==> src/rtl/tdc_tap_decoder.sv <==
// Thermometer-code TDC tap decoder (optional bubble filter: TDC_BUBBLE_FILT_EN).
// Latency: tap capture to out_valid is 4 clk when the buffer is empty, independent of N.
// Backpressure: 2-entry output buffer; a hit arriving while full without a pop is dropped and sets sticky overflow.
module tdc_tap_decoder #(
  parameter int N        = 128,
  parameter int FINE_W   = 8,
  parameter int COARSE_W = 16
) (
  input  logic                clk,
  input  logic                rst,
  input  logic [N-1:0]        taps,
  output logic                out_valid,
  input  logic                out_ready,
  output logic [FINE_W-1:0]   out_fine,
  output logic [COARSE_W-1:0] out_coarse,
  output logic                out_sat,
  output logic                overflow,
  input  logic                clr_ovf
);

  typedef struct packed {
    logic [FINE_W-1:0]   fine;
    logic [COARSE_W-1:0] coarse;
    logic                sat;
  } res_t;

  logic [N-1:0]        sync1, sync2, f, f3;
  logic [COARSE_W-1:0] coarse, c1, c2, c3, c4;
  logic                prev_f0, hit3, vld4, sat4;
  logic [FINE_W-1:0]   fine4;
  logic [FINE_W-1:0]   enc_fine;
  logic                enc_sat;

`ifdef TDC_BUBBLE_FILT_EN
  // Edges padded so tap 0 sees a 1 below it and the top tap sees itself above.
  logic [N+1:0] ext;
  always_comb begin
    ext = {sync2[N-1], sync2, 1'b1};
    f   = '0;
    for (int i = 0; i < N; i++) begin
      f[i] = (ext[i] & ext[i+1]) | (ext[i] & ext[i+2]) | (ext[i+1] & ext[i+2]);
    end
  end
`else
  always_comb f = sync2;
`endif

  // Leading-ones count: position of the first 0 scanning up from tap 0.
  always_comb begin
    enc_fine = FINE_W'(N);
    for (int i = N - 1; i >= 0; i--) begin
      if (!f3[i]) enc_fine = FINE_W'(i);
    end
    enc_sat = &f3;
  end

  always_ff @(posedge clk or posedge rst) begin
    if (rst) begin
      coarse  <= '0;
      sync1   <= '0;
      sync2   <= '0;
      c1      <= '0;
      c2      <= '0;
      c3      <= '0;
      c4      <= '0;
      prev_f0 <= 1'b0;
      hit3    <= 1'b0;
      f3      <= '0;
      vld4    <= 1'b0;
      fine4   <= '0;
      sat4    <= 1'b0;
    end else begin
      coarse  <= coarse + 1'b1;
      sync1   <= taps;
      c1      <= coarse;
      sync2   <= sync1;
      c2      <= c1;
      prev_f0 <= f[0];
      hit3    <= f[0] & ~prev_f0;
      f3      <= f;
      c3      <= c2;
      vld4    <= hit3;
      fine4   <= enc_fine;
      sat4    <= enc_sat;
      c4      <= c3;
    end
  end

  res_t       mem [2];
  res_t       head;
  logic       wr_ptr, rd_ptr;
  logic [1:0] cnt;
  logic       pop, push, full, drop;

  assign out_valid  = (cnt != 2'd0);
  assign head       = mem[rd_ptr];
  assign out_fine   = head.fine;
  assign out_coarse = head.coarse;
  assign out_sat    = head.sat;
  assign full       = (cnt == 2'd2);
  assign pop        = out_valid & out_ready;
  // When full, a simultaneous pop frees the head slot, which is the one written.
  assign push       = vld4 & (~full | pop);
  assign drop       = vld4 & full & ~pop;

  always_ff @(posedge clk or posedge rst) begin
    if (rst) begin
      mem[0]   <= '0;
      mem[1]   <= '0;
      wr_ptr   <= 1'b0;
      rd_ptr   <= 1'b0;
      cnt      <= 2'd0;
      overflow <= 1'b0;
    end else begin
      if (push) mem[wr_ptr] <= '{fine: fine4, coarse: c4, sat: sat4};
      wr_ptr <= wr_ptr ^ push;
      rd_ptr <= rd_ptr ^ pop;
      cnt    <= cnt + 2'(push) - 2'(pop);
      if (drop)         overflow <= 1'b1;
      else if (clr_ovf) overflow <= 1'b0;
    end
  end

endmodule
==> config.mk <==
export PLATFORM = sky130hd
export DESIGN_NAME = tdc_tap_decoder
export DESIGN_NICKNAME = d
export VERILOG_FILES = /design/src/rtl/tdc_tap_decoder.sv
export SDC_FILE = /design/constraint.sdc
export NUM_CORES = 1
export LEC_CHECK = 0
export ABC_AREA = 1
export BUFFER_PORTS_ARGS = -buffer_cell sky130_fd_sc_hd__buf_2
export CAP_MARGIN = 40
export CORE_MARGIN = 2
export CORE_UTILIZATION = 54
export CTS_BUF_LIST = sky130_fd_sc_hd__clkbuf_8
export CTS_CLUSTER_SIZE = 24
export DETAILED_ROUTE_END_ITERATION = 8
export GPL_TIMING_DRIVEN = 0
export MAX_ROUTING_LAYER = met4
export PLACE_DENSITY = 0.77
export RECOVER_POWER = 50
export SLEW_MARGIN = 20
export SYNTH_ARGS = -nofsm -noshare
export SYNTH_HDL_FRONTEND = slang
export SYNTH_SLANG_ARGS = --single-unit
==> constraint.sdc <==
create_clock -name clk -period 18.4 [get_ports clk]
set_input_delay 2.76 -clock clk [delete_from_list [all_inputs] [get_ports clk]]
set_output_delay 2.76 -clock clk [all_outputs]
set_load 0.02 [all_outputs]
# Word level (Yosys, flattened, before mapping)

Cells that the tools add are included.
Widths: inputs -> output; s select.

Register bits after elaboration: 531
Output and inout bits: 27

Add/subtract/negate cells: 3
Bitwise gates (word level): 13
Reduce and logical (&&, ||, !) cells: 4
$lt $le $gt $ge: 3
Equal/unequal tests: 1
Muxes and demuxes: 136

Operators by type and width:

| kind                  | count |
|---|---|
| $mux 8                | 128 |
| $reduce_and 128->1    | 1 |
| $mux 25               | 4 |
| $bwmux 50             | 1 |
| $demux 25 s1          | 1 |
| $add 16x1->16 const B | 1 |
| $and 1x1->1           | 5 |
| $ge 2x2->1 const B    | 2 |
| $not 1->2             | 2 |
| $reduce_bool 2->1     | 2 |
| $not 1->1             | 3 |
| $add 2x1->2           | 1 |
| $eq 2x2->1 const B    | 1 |
| $lt 2x1->1 const B    | 1 |
| $mux 1                | 2 |
| $sub 2x1->2           | 1 |
| $xor 1x1->1           | 2 |
| $logic_and 1x1->1     | 1 |
| $or 1x1->1            | 1 |

# Logic depth before layout (Yosys ltp)

Depth in word-level cells: 128
Gate-level depth with buffers: 127
Gate-level depth less buffers: 127

# Worst setup path after synthesis

No wires, ideal clock.

Path type: register -> register
Start: register f3[127]
End: register fine4[0]
Arrival: 5765 ps
Setup slack: 12562 ps
Cell stages (with the launch flop): 128
Path buffers: 0
Path through: dfrtp_1 inv_1 nand2_1 nand2_1 nand2_1 nand2_1 nand2_1 nand2_1 nand2_1 nand2_1 nand2_1 nand2_1 nand2_1 nand2_1 nand2_1 nand2_1 nand2_1 nand2_1 [... 92 more ...] nand2_1 nand2_1 nand2_1 nand2_1 nand2_1 nand2_1 nand2_1 nand2_1 nand2_1 nand2_1 nand2_1 nand2_1 nand2_1 nand2_1 nand2_1 nand2_1 nand2_1 a21oi_2

Cells in the longest elaborated chain, start to end: 128

Ends and longest elaborated chain:

| what                   | line | text |
|---|---|---|
| from (decl)            | 27   | `logic [N-1:0] sync1, sync2, f, f3;` |
| from (signal assigned) | 68   | `f3 <= '0;` |
| from (signal assigned) | 80   | `f3 <= f;` |
| $mux 8 (128 in series) | 52   | `if (!f3[i]) enc_fine = FINE_W'(i);` |
| named net enc_fine[0]  | 31   | `logic [FINE_W-1:0] enc_fine;` |
| to (signal assigned)   | 83   | `fine4 <= enc_fine;` |
| to (decl)              | 30   | `logic [FINE_W-1:0] fine4;` |

The timed path passes the listed nets, and every way through them passes these cells.
A chain may end at the register's enable or synchronous reset.

==> metrics.yaml <==
die:
  io_pins: 159
  die_h_um: 176
  rows: 62
  die_x_um: 176
  initial_core_util_pct: 55.2
  design.die.area_um2: 30900
  core_region_area_um2: 28900
hold_path:
  hp-class: "reg -> reg"
placement:
  post-place-ws_ns: 11.50
  gp_congestion: 0.809
  portBuffers: 158
  dp_hpwl_mm: 16.4
final_layout:
  nets: 1486
  drive_gt1_share_pct: 20.2
  area_delta_synth_final_pct: 18.7
  n_antenna_cell: 0
worst_setup_path:
  slowest_delay_ns: 3.62
  crit_slowest_cell: "clkbuf_1"
  required_ns: 17.84
  crit_buf_inv: 3
  cp.arrival_ns: 7.27
  worstSetupPathType: "in -> async"
  crit_path_end_kind: "async pin"
  crit_chain: "buf_2 -> clkinvlp_2 -> clkbuf_1"
  cp-start-kind: "input pin"
  cp_max_fo: 102
  crit_family: "buffers and inverters"
sta:
  timing.hold.ws_ns: 0.322
  layout_min_cycle_time_ns: 7.83
  finalMaxSlewViolations: 199
  max_slew.worst_pin.slew_ns: 5.08
  fmax_ghz: 0.128
  clock_skew_ns: 0.0405
  rsz0062_at_grt: "no"
  worst_slack_ns: 10.57
  hold_violations: 0
  finalSetupViolCount: 0
  fin_crit_sh_pct: 42.5
  relSlewSlack_pct: -238
global_route:
  grt_pass1_vias: 8770
  grt_max_degree: 119
  grt_pass1_wl_mm: 42.0
  antenna_found_initial: 0
  grt_use_total_pct: 17.9
  overflow: 0
status:
  violations: "capacitance limit, slew limit"
  status: "finished, violations left"
clock_network:
  path_clk_slew_ns: 0.06
  htreeDepth: 3
  cts-root-buf: "clkbuf_8"
  cts_buffers: 78
  cts_setup_buffers: 0
  cts_resized: 0
  insertion_delay_ns: 0.59
  clock_path_buffers: 3
  cts_tree: "built"
  cts_hold_buf: 0
  cts.sinks: 530
job:
  drv_cap: 2
pwr:
  power_density_nw_per_um2: 126
  p_leak_uw: 0.00916
  ir_drop_mv: 0.0927
yosys:
  syn_area_um2: 15900
  synthArstFlopShare_pct: 100
  ys_seq_area_share_pct: 83.3
  synth-edff-count: 0
  yosysUniqueCellTypes: 24
  netlist_instances: 1106
  synth_ff_type: "dfrtp_1"
  synth_largest_area_cell: "dfrtp_1"
  synthTopCellsByArea: "dfrtp_1 (83%), nand2_1 (6.6%), nor2_1 (2.0%)"
  yosysMostFrequentCell: "dfrtp_1"
  synth_nets: 1243
  ys_seq_elements: 530
  synthTopCellsByCount: "dfrtp_1 (530), nand2_1 (279), nor2_1 (84)"
  synth_top_area_share_pct: 83.3
  syn_area_per_cell_um2: 14.4
  yosys_warnings: 0
detailed_routing:
  route.detailed.drc: 0
  vias: 8355
  vias_per_cell: 4.66
  avgRoutedWirePerCell_um: 14.1
  drt-pass1-iter-count: 4
  ant_nets: 0
  drtIter0Drc: 524
  routed_wl_mm: 25.2
-- report_power, final --
part | internal, uW | total [uW] | switching [uW]
Clock | 522 | 935 | 413
Sequential | 1230 | 1260 | 26.6
Combinational | 59.1 | 180 | 121
-- sequential cells by signal, indices dropped and copies added, names as in the netlist, 50 cells and up --
name / count
f3: 128
sync1: 128
f: 128
mem: 50
-- per-layer routing --
metal | up-vias | track usage (%) | part of all wire (%)
met2 | 238 | 28.1 | 49
met3 | 57 | 3.51 | 4.9
li1 | 3980 | - | -
met1 | 4080 | 23.5 | 43
met5 | - | - | 0
met4 | 0 | 6.99 | 2.7
-- worst paths after layout --
kind                       slack, ns  depth (start not counted)       end  startpoint
min                             0.32                          0     c2[9]       c1[9]
min reg2reg                     0.32                          0     c2[9]       c1[9]
max                            10.57                          3     c1[9]         rst
max reg2reg                    11.39                        127  fine4[0]     f3[127]
min in group asynchronous       2.45                          2  overflow         rst
max in group clk               11.39                        127  fine4[0]     f3[127]
-- cell type report --
class / instances / area, um2
Sequential cell: 530 / 13300
Fill cell: 2014 / 9970
Multi-Input combinational cell: 514 / 2420
Clock buffer: 104 / 1430
Timing Repair Buffer: 163 / 855
Tap cell: 384 / 480
Clock inverter: 36 / 204
Inverter: 48 / 181
Buffer: 14 / 52.6
-- logic make-up after synthesis --
family          synth area share [%]
xor+xnor                       0.935
buf+inv                         1.46
simple gates                    9.63
flops                           83.3
fa+ha+maj                      0.393
mux                             1.77
compound gates                  2.49
-- cell usage in the layout (no fill, tap or decap), drive strengths merged --
cell,instances
a31oi,6
o31ai,3
bufinv,1
clkbuf,141
nand2,279
buf,140
o211ai,1
xnor2,9
nand4,7
dfrtp,530
a311oi,1
a21oi,6
o22ai,1
nor3b,1
ha,5
clkinv,7
nor3,8
o21ai,53
clkinvlp,2
nor2,84
or2,1
nand3,12
mux2,25
nor4,2
xor2,8
inv,74
o21bai,2
-- through the flow --
stage / std cells / setup TNS, ns / area (um2) / power, uW / util, %
final: 1793 / 0 / 18900 / 2380 / 65.5
after detailed placement: 1653 / 0 / 17300 / 1470 / 60.1
after global placement: 1648 / -1463.16 / 17200 / 1450 / 59.6
after global routing: 1793 / 0 / 18900 / 2490 / 65.5
after CTS: 1793 / 0 / 19000 / 2410 / 65.7
after floorplan: 1106 / 0 / 15900 / 1390 / -
(Power assumes the default switching activity.)
